**src/rtl/uart_tx_sched.sv**
```systemverilog
// Round-robin scheduler that funnels bytes from N_REQ producers into the UART TX register.
// Polls STAT until tx_full clears, then writes TX; failed writes are retried, then dropped.
module uart_tx_sched #(
    parameter int          N_REQ     = 2,
    parameter logic [31:0] UART_BASE = 32'h0000_0000,
    parameter int          POLL_GAP  = 4,
    parameter int          MAX_RETRY = 3
) (
    input  logic               g_clk,
    input  logic               g_reset,
    output logic               g_clk_req,
    input  logic [N_REQ-1:0]   req_valid,
    input  logic [8*N_REQ-1:0] req_data,
    output logic [N_REQ-1:0]   req_ready,
    output logic [N_REQ-1:0]   drop_err,
    input  logic               drop_clr,
    output logic               mem_req,
    input  logic               mem_gnt,
    output logic               mem_wen,
    output logic [31:0]        mem_addr,
    output logic [31:0]        mem_wdata,
    output logic [3:0]         mem_strb,
    input  logic [31:0]        mem_rdata,
    input  logic               mem_error
);
    localparam int PW = (N_REQ > 1) ? $clog2(N_REQ) : 1;
    localparam int RW = (MAX_RETRY > 0) ? $clog2(MAX_RETRY + 1) : 1;

    typedef enum logic [2:0] {
        S_IDLE, S_ACK, S_POLL, S_POLL_RSP, S_WAIT, S_PREP, S_WRITE, S_WRITE_RSP
    } state_t;

    state_t           state_q, state_d;
    logic [PW-1:0]    rr_ptr_q, rr_ptr_d;
    logic [PW-1:0]    sel_q, sel_d;
    logic [7:0]       byte_q, byte_d;
    logic [RW-1:0]    retry_q, retry_d;
    logic [7:0]       gap_q, gap_d;
    logic [N_REQ-1:0] ready_q, ready_d;
    logic [N_REQ-1:0] drop_q, drop_d;

    logic             found;
    logic [PW-1:0]    pick;
    logic [PW-1:0]    next_ptr;

    // Only tx_full is meaningful in STAT.
    logic unused_rdata;
    assign unused_rdata = ^{mem_rdata[31:4], mem_rdata[2:0]};

    // Scan from the highest offset down so the nearest valid index at/after rr_ptr wins.
    always_comb begin
        found = 1'b0;
        pick  = '0;
        for (int k = N_REQ - 1; k >= 0; k--) begin
            if (req_valid[(int'(rr_ptr_q) + k) % N_REQ]) begin
                found = 1'b1;
                pick  = PW'((int'(rr_ptr_q) + k) % N_REQ);
            end
        end
    end

    assign next_ptr  = (int'(sel_q) == N_REQ - 1) ? '0 : sel_q + PW'(1);
    assign g_clk_req = (|req_valid) || (state_q != S_IDLE);
    assign req_ready = ready_q;
    assign drop_err  = drop_q;

    always_comb begin
        state_d   = state_q;
        rr_ptr_d  = rr_ptr_q;
        sel_d     = sel_q;
        byte_d    = byte_q;
        retry_d   = retry_q;
        gap_d     = gap_q;
        ready_d   = '0;
        drop_d    = drop_q;
        mem_req   = 1'b0;
        mem_wen   = 1'b0;
        mem_addr  = '0;
        mem_wdata = '0;
        mem_strb  = '0;

        if (drop_clr) drop_d = '0;

        case (state_q)
            S_IDLE: begin
                if (found) begin
                    ready_d[pick] = 1'b1;
                    sel_d         = pick;
                    byte_d        = req_data[8*pick +: 8];
                    retry_d       = '0;
                    state_d       = S_ACK;
                end
            end
            S_ACK: state_d = S_POLL;
            S_POLL: begin
                mem_req  = 1'b1;
                mem_addr = UART_BASE + 32'd8;
                if (mem_gnt) state_d = S_POLL_RSP;
            end
            S_POLL_RSP: begin
                if (mem_error || mem_rdata[3]) begin
                    if (POLL_GAP == 0) begin
                        state_d = S_POLL;
                    end else begin
                        gap_d   = 8'(POLL_GAP);
                        state_d = S_WAIT;
                    end
                end else begin
                    state_d = S_PREP;
                end
            end
            S_WAIT: begin
                gap_d = gap_q - 8'd1;
                if (gap_q == 8'd1) state_d = S_POLL;
            end
            // Turnaround cycle between the STAT response and driving the TX write.
            S_PREP: state_d = S_WRITE;
            S_WRITE: begin
                mem_req   = 1'b1;
                mem_wen   = 1'b1;
                mem_addr  = UART_BASE + 32'd4;
                mem_wdata = {24'b0, byte_q};
                mem_strb  = 4'b0001;
                if (mem_gnt) state_d = S_WRITE_RSP;
            end
            S_WRITE_RSP: begin
                if (!mem_error) begin
                    rr_ptr_d = next_ptr;
                    state_d  = S_IDLE;
                end else if (retry_q < RW'(MAX_RETRY)) begin
                    retry_d = retry_q + RW'(1);
                    state_d = S_POLL;
                end else begin
                    // Applied after the clear so a same-cycle set wins.
                    drop_d[sel_q] = 1'b1;
                    rr_ptr_d      = next_ptr;
                    state_d       = S_IDLE;
                end
            end
            default: state_d = S_IDLE;
        endcase
    end

    always_ff @(posedge g_clk) begin
        if (g_reset) begin
            state_q  <= S_IDLE;
            rr_ptr_q <= '0;
            sel_q    <= '0;
            byte_q   <= '0;
            retry_q  <= '0;
            gap_q    <= '0;
            ready_q  <= '0;
            drop_q   <= '0;
        end else begin
            state_q  <= state_d;
            rr_ptr_q <= rr_ptr_d;
            sel_q    <= sel_d;
            byte_q   <= byte_d;
            retry_q  <= retry_d;
            gap_q    <= gap_d;
            ready_q  <= ready_d;
            drop_q   <= drop_d;
        end
    end
endmodule

```
**config.mk**
```make
export PLATFORM = sky130hd
export DESIGN_NAME = uart_tx_sched
export DESIGN_NICKNAME = d
export VERILOG_FILES = /design/src/rtl/uart_tx_sched.sv
export SDC_FILE = /design/constraint.sdc
export NUM_CORES = 1
export LEC_CHECK = 0
export CAP_MARGIN = 40
export CORE_MARGIN = 1.5
export CORE_UTILIZATION = 32
export CTS_CLUSTER_DIAMETER = 30
export DETAILED_ROUTE_END_ITERATION = 12
export PLACE_DENSITY = 0.83
export SLEW_MARGIN = 20
export SYNTH_ARGS = -nofsm -noshare
export SYNTH_HDL_FRONTEND = slang
export SYNTH_SLANG_ARGS = --single-unit
```
**constraint.sdc**
```tcl
create_clock -name g_clk -period 1.4 [get_ports g_clk]
set_input_delay 0.35 -clock g_clk [delete_from_list [all_inputs] [get_ports g_clk]]
set_output_delay 0.35 -clock g_clk [all_outputs]
set_load 0.05 [all_outputs]
```
Word level (Yosys, flattened, before mapping)
Cells that the tools add are included.
- bits in registers: 27
- input port bits: 55
- $add $sub $neg: 4
- $lt $le $gt $ge: 7
- eq/ne operators: 16
- shift-type cells: 1
- multiplexer cells: 39
- bitwise logic cells: 4
- reduce and logical (&&, ||, !) cells: 16
- operator list (operator ; number):
    $pmux 3 s8 ; 1
    $mux 1 ; 18
    $mux 2 ; 9
    $mux 8 ; 2
    $ne 2x2->1 const B ; 8
    $pmux 8 s2 ; 1
    $shiftx 16x5->8 ; 1
    $eq 3x3->1 const B ; 4
    $mux 3 ; 4
    $eq 8x1->1 const B ; 1
    $pmux 4 s2 ; 1
    $reduce_and 4->1 ; 2
    $sub 8x1->8 const B ; 1
    $eq 3x2->1 const B ; 2
    $lt 1x2->1 const B ; 3
    $reduce_and 2->1 ; 3
    $pmux 2 s2 ; 1
    $reduce_bool 2->1 ; 2
    $reduce_or 2->1 ; 2
    $eq 3x1->1 const B ; 1
    $logic_not 3->1 ; 1
    $lt 2x3->1 const B ; 1
    $reduce_bool 3->1 ; 1
    $reduce_or 3->1 ; 1
    other kinds (10) ; 16

Depth between registers and ports, before layout
Gate-level depths: netlist of run 1.
- word-level depth: 11
- depth in mapped cells: 5
- gate-level depth less buffers: 5

Worst setup path before layout of run 1
Ideal clock, no wire load.
- kind: flip-flop to output port
- start point: register state_q[1]
- end point: output mem_addr[3]
- arrival time: 2114 ps
- setup slack: -1064 ps
- cell stages (with the launch flop): 4
- cell sequence: dfxtp_1 buf_2 nor2b_1 nor2b_1
- longest elaborated chain between the ends: 2
- elaborated cells on any way between the ends: 3
- those cells by class: 2 x eq/ne; 1 x mux
- ends and longest elaborated chain (element ; RTL line ; RTL):
    start: declaration ; 33 ; state_t state_q, state_d;
    start signal: assignment ; 155 ; state_q <= state_d;
    $eq 3x3->1 or $eq 3x2->1 (tied branches) ; 84 ; case (state_q)
    $pmux 4 s2 * ; 84 ;
    end: declaration ; 20 ; output logic [31:0] mem_addr,
Every way passes the cells marked *; elsewhere a longest branch is shown, timed or not.

Worst setup path in the final report of run 1
- start point: register state_q[0]
- end point: output g_clk_req
- longest elaborated chain between the ends: 2
- ends and longest elaborated chain (element ; RTL line ; RTL):
    $reduce_bool 3->1 ; 63 ; assign g_clk_req = (|req_valid) || (state_q != S_IDLE);
    $logic_or 1x1->1 ; 63 ;
    end: declaration ; 11 ; output logic g_clk_req,
Every way passes these cells.

==> results of run 1 <==
final timing paths:
check,to,cells past startpoint
setup / recovery,g_clk_req,3
hold / removal,retry_q[1]$_SDFFE_PP0P_,2
setup reg to reg,gap_q[7]$_SDFFE_PP0P_,6
hold reg to reg,retry_q[1]$_SDFFE_PP0P_,2
critical path: stages (launching register included):
cell     delay (ns)
dfxtp_2        0.35
or2_4          0.25
or4_4          0.43
buf_8          0.17
state kept, by name, indices dropped and copies added (netlist names):
register,flops
sel_q,1
drop_err,2
gap_q,8
state_q,3
retry_q,2
byte_q,8
req_ready,2
rr_ptr_q,1
layer usage:
layer  share of wire [%]  track usage [%]
met2                  47             23.6
met1                  43             18.5
met4                 2.4             7.93
met5                   0                0
met3                 7.2             2.95
cells in the mapped netlist, types with 2 or more instances:
cell      number
buf_2          6
dfxtp_1       27
nand3_1        4
nand2b_1       4
mux2i_1        2
nor4b_1        2
nor4_1         3
buf_4         59
ha_1           3
or2_2          4
o21bai_1       2
nand2_1        3
o21ai_0       11
nand3b_1       9
and3_1         4
clkbuf_1       5
a21oi_1       20
or3_1          2
o221ai_1       3
nor2b_1        4
or4_1          2
a311oi_1       9
nor2_1         7
inv_1          5
and2_1         8
o211ai_1       4
nand4_1        4
stage by stage:
stage	TNS, ns	hold slack, ns	power, mW	worst slack, ns
final	-5.14	0.495	3.73	-0.434
after global routing	-6.23	0.527	3.93	-0.470
after CTS	-4.40	0.500	3.48	-0.416
after detailed placement	-8.45	0.477	2.85	-0.463
after global placement	-7.59	0.470	2.82	-0.450
after floorplan	-1.17	0.454	2.43	-0.138
area by class of cell:
cell class,instances,share of cell area (%)
multi-input combinational,186,42.8
timing repair buffer,78,32.8
sequential,27,19.0
tap,75,3.25
clock buffer,3,1.43
inverter,5,0.650
clock inverter,1,0.173
repair_timing:
action	CTS	global route
pin swaps	4	14
gates resized for setup	21	25
buffers inserted	5	4
endpoints found under the hold margin	0	0
endpoints found under the setup margin	33	35
cloned	2	2
power by group:
| group | internal, mW | leakage [nW] | switching [mW] |
|---|---|---|---|
| logic | 0.926 | 0.940 | 1.26 |
| registers | 0.945 | 0.223 | 0.132 |
| clock network | 0.201 | 0.0255 | 0.267 |
| total | 2.07 | 1.19 | 1.66 |
kinds of logic after synthesis:
kind of cell             count (synthesis)  share of synthesized area [%]
AO/OA/AOI/OAI                           54                           18.1
XOR/XNOR                                 1                          0.456
adder cells (fa/ha/maj)                  3                           1.96
buffers and inverters                   76                           26.9
flip-flops                              27                           28.2
multiplexers                             2                           1.04
other                                    1                          0.195
AND/OR/NAND/NOR                         69                           23.3
==> flow_summary.toml, run 1 <==
[finish]
mostFrequentLayoutCells = "57 x conb_1, 25 x buf_4, 22 x dfxtp_1, 21 x clkdlybuf4s50_1, 20 x buf_12"
n_fill_cell = 520
syn2layout_area_growth_pct = 50.3
final_area_um2 = 2890
final_common_cell = "conb_1"
layout.cells.non_filler = 375
antenna-diode-count = 0
final-seq-area_um2 = 547
drive_gt1_share_pct = 33.7
multiInputGateArea_um2 = 1230
nNetsFinal = 359
utilization_pct = 49.3

[clock_network]
clkSinkCount = 27
clk_pin_slew_worst_paths_ns = 0.10
worstSkewPairLatency_ns = 0.29
cts_tree = "built"
clk_path_buf_depth = 2
h-tree-depth = 1
root_buffer = "clkbuf_8"
cts_made_buffers = 3
ctsHoldBuffers = 0

[worst_setup_path]
crit_path_start = "state_q[0]$_SDFFE_PP0P_"
required_ns = 1.05
path_max_fanout = 3
arrival_ns = 1.48
critPathLaunchType = "flip-flop"
end_kind = "primary output"
worstSetupPathType = "reg2out"
r2r-start = "state_q[1]$_SDFFE_PP0P_"
reg2reg_slack_ns = -0.05

[placement]
dp_cells = 360
place_congestion = 0.821
dpl_cell_area_um2 = 2570
port_buffers = 41
hpwl_mm = 3.19

[outcome]
status = "finished with violations"
violations = "negative setup slack"

[global_route]
grt_pass1_vias = 1600
antenna_found_initial = 0
grt-ovfl-total = 0
grt_usage_pct = 14.8
grt_max_degree = 19
grt_pass1_wl_mm = 7.49

[synth]
async_reset_ff_share_pct = 0
ys_top_cells_by_area = "dfxtp_1 28%, buf_4 23%, a21oi_1 5.2%"
synth_top_area_share_pct = 28.2
synth_ff_type = "dfxtp_1"
netlist_area_um2 = 1920
yosysWarnings = 0
ys_ff_latch = 27
post-synth-top-area-cell = "dfxtp_1"
synth_edf_count = 0
seq_area_frac_synth_pct = 28.2
synth.avg_cell_area_um2 = 8.24
synth_cells = 233
ys_types = 44

[sta]
setup_viol = 19
period_share_pct = 131
finalCriticalPeriod_ns = 1.83
rsz0062_at_grt = "true"
slew_violations = 0
skew_ns = 0.00824
max_freq_ghz = 0.545
hold_viol = 0
worst_slack_ns = -0.434

[hold_path]
hold_path.class = "reg2reg"
hp-start = "retry_q[1]$_SDFFE_PP0P_"

[power]
p_leak_nw = 1.19
ir_worst_vdd_uv = 761
power_density_nw_per_um2 = 1290

[floorplanning]
die_w_um = 80.4
fp.dieArea_um2 = 6470
die_h_um = 80.4
pin_count = 130
core_um2 = 5850
start_util_pct = 32.8
rows = 28

[detailed_routing]
ant_nets = 0
wl_mm = 4.92
drc = 0
firstDrtPassIters = 6
detail_route.wl_per_cell_um = 13.1
drt_iter0_drc = 125
detail_route.vias_per_cell = 4.70
vias = 1763

[run]
drv_cap = 0
No activity file was read; power rests on OpenSTA's default activity.
==> run 2, diff against run 1 <==
- CTS_CLUSTER_DIAMETER: 30 -> 150
- SKIP_CTS_REPAIR_TIMING: default -> 1
==> run 2 against run 1 <==
  * The run still ends with negative setup slack left
  * Register-to-register slack worse by 0.16 ns
  * Count of clock-buffer cells in the layout unchanged
  * Maximum frequency up 0.27%
  * Critical endpoint unchanged
  * Sequential cell count unchanged
  * Largest cell class unchanged
  * Combinational power about the same
  * Routed wire length down 4.7%
  * Power about the same
==> flow_summary.toml, run 2 (same netlist as run 1, synthesis figures left out) <==
[outcome]
status = "finished with violations"
violations = "negative setup slack"

[power]
power_density_nw_per_um2 = 1300
switching_share_pct = 43.5
ir_worst_vdd_uv = 823
seq_power_share_pct = 28.5
p_comb_share_pct = 59.1
p_clk_share_pct = 12.4
switchingPower_mw = 1.62
p_leak_nw = 1.21
power_mw = 3.73
power.internal_mw = 2.10

[global_route]
antenna_found_initial = 0
grt_pass1_vias = 1513
grt_pass1_wl_mm = 6.78
grt_usage_pct = 13.2
grt-ovfl-total = 0
grt_max_degree = 19

[detailed_routing]
detail_route.vias_per_cell = 4.70
detail_route.wl_per_cell_um = 12.4
drt_iter0_drc = 94
drc = 0
vias = 1771
ant_nets = 0
wl_mm = 4.69
firstDrtPassIters = 4

[clock_network]
worstSkewPairLatency_ns = 0.29
clkSinkCount = 27
root_buffer = "clkbuf_8"
cts_made_buffers = 3
clk_pin_slew_worst_paths_ns = 0.10
cts_tree = "built"
clk_path_buf_depth = 2
h-tree-depth = 1

[worst_setup_path]
crit_slowest_cell = "or4_4"
crit_path_start = "state_q[0]$_SDFFE_PP0P_"
max_stage_delay_ns = 0.43
worstSetupPathType = "reg2out"
r2r_cells = 8
cp_num_cells = 3
path_cells = "or2_4 > or4_4 > buf_8"
r2r-start = "state_q[1]$_SDFFE_PP0P_"
arrival_ns = 1.48
path_max_fanout = 2
critical-path-top-delay-family = "simple AND/OR/NAND/NOR gates"
end_kind = "primary output"
critPathLaunchType = "flip-flop"
required_ns = 1.05
worst-path-buf-inv = 1

[sta]
finalCriticalPeriod_ns = 1.83
worst_slack_ns = -0.429
hold_slack_ns = 0.486
max_freq_ghz = 0.547
rsz0062_at_grt = "true"
period_share_pct = 131
setup_viol = 22
slew_violations = 0
skew_ns = 0.00943
hold_viol = 0

[hold_path]
hp-start = "gap_q[4]$_SDFFE_PP0P_"
hold_depth = 2
hold_path.class = "reg2reg"

[floorplanning]
rows = 28
start_util_pct = 32.8
die_w_um = 80.4
core_um2 = 5850
pin_count = 130
die_h_um = 80.4
fp.dieArea_um2 = 6470

[run]
drv_cap = 0

[finish]
final_common_cell = "conb_1"
n_fill_cell = 525
top_regs = "byte_q x8, gap_q x8, state_q x3"
mostFrequentLayoutCells = "57 x conb_1, 26 x buf_4, 24 x dfxtp_1, 21 x clkdlybuf4s50_1"
drive_gt1_share_pct = 32.5
nNetsFinal = 361
antenna-diode-count = 0
final_area_um2 = 2860
syn2layout_area_growth_pct = 49.2

[placement]
place_congestion = 0.821
dpl_cell_area_um2 = 2570
port_buffers = 41
hpwl_mm = 3.19
## run 2: changes by cell type in the layout (fill, tap and decap cells not counted), moves of 2 or more
cell            delta
dfxtp_1            +2
nor4b_2            +2
dlygate4sd2_1      -2
nor4b_4            -2
dfxtp_2            -2
dlymetal6s2s_1     +2
buf_6              +3
ha_1               +2
## run 2: path summary, 6_finish.rpt
kind / endpoint / slack (ns)
worst min register to register: gap_q[4]$_SDFFE_PP0P_ / 0.49
worst min-delay path: gap_q[4]$_SDFFE_PP0P_ / 0.49
worst max register to register: gap_q[2]$_SDFFE_PP0P_ / -0.21
worst max-delay path: g_clk_req / -0.43
## run 2: final cells by class
cell class,instances,area (um^2),area share (%)
timing repair buffer,80,950,33.2
clock inverter,1,5.00,0.175
tap,75,93.8,3.28
sequential,27,544,19.0
clock buffer,3,41.3,1.44
inverter,5,18.8,0.655
multi-input combinational,186,1210,42.3
## run 2: routing by layer
metal | routed length [um] | up-vias | track usage, %
met5 | 0 | - | 0
met4 | 114 | 0 | 6.90
met3 | 347 | 7 | 1.59
met2 | 2210 | 80 | 21.1
met1 | 2020 | 828 | 17.3
li1 | - | 856 | -
## run 2: worst min-delay path, delay by kind of cell (launching register included)
family | cells | cell delay, ns
AO/OA/AOI/OAI | 2 | 0.12
flip-flops | 1 | 0.33
## run 2: power groups by stage
stage | combinational, mW | sequential, mW | clock [mW]
floorplan | 1.35 | 1.08 | 0
global placement | 1.76 | 1.06 | 0
detailed placement | 1.78 | 1.06 | 0
CTS | 1.79 | 1.05 | 0.473
global route | 2.34 | 1.08 | 0.501
finish | 2.20 | 1.06 | 0.464
## run 2: per-stage QoR
stage / std cells / TNS, ns / utilization [%] / setup WS (ns)
floorplan: 289 / -1.17 / - / -0.138
global placement: 360 / -7.59 / 43.9 / -0.450
detailed placement: 360 / -8.45 / 43.9 / -0.463
CTS: 364 / -6.23 / 44.7 / -0.463
global route: 377 / -7.80 / 49.0 / -0.461
finish: 377 / -6.29 / 49.0 / -0.429
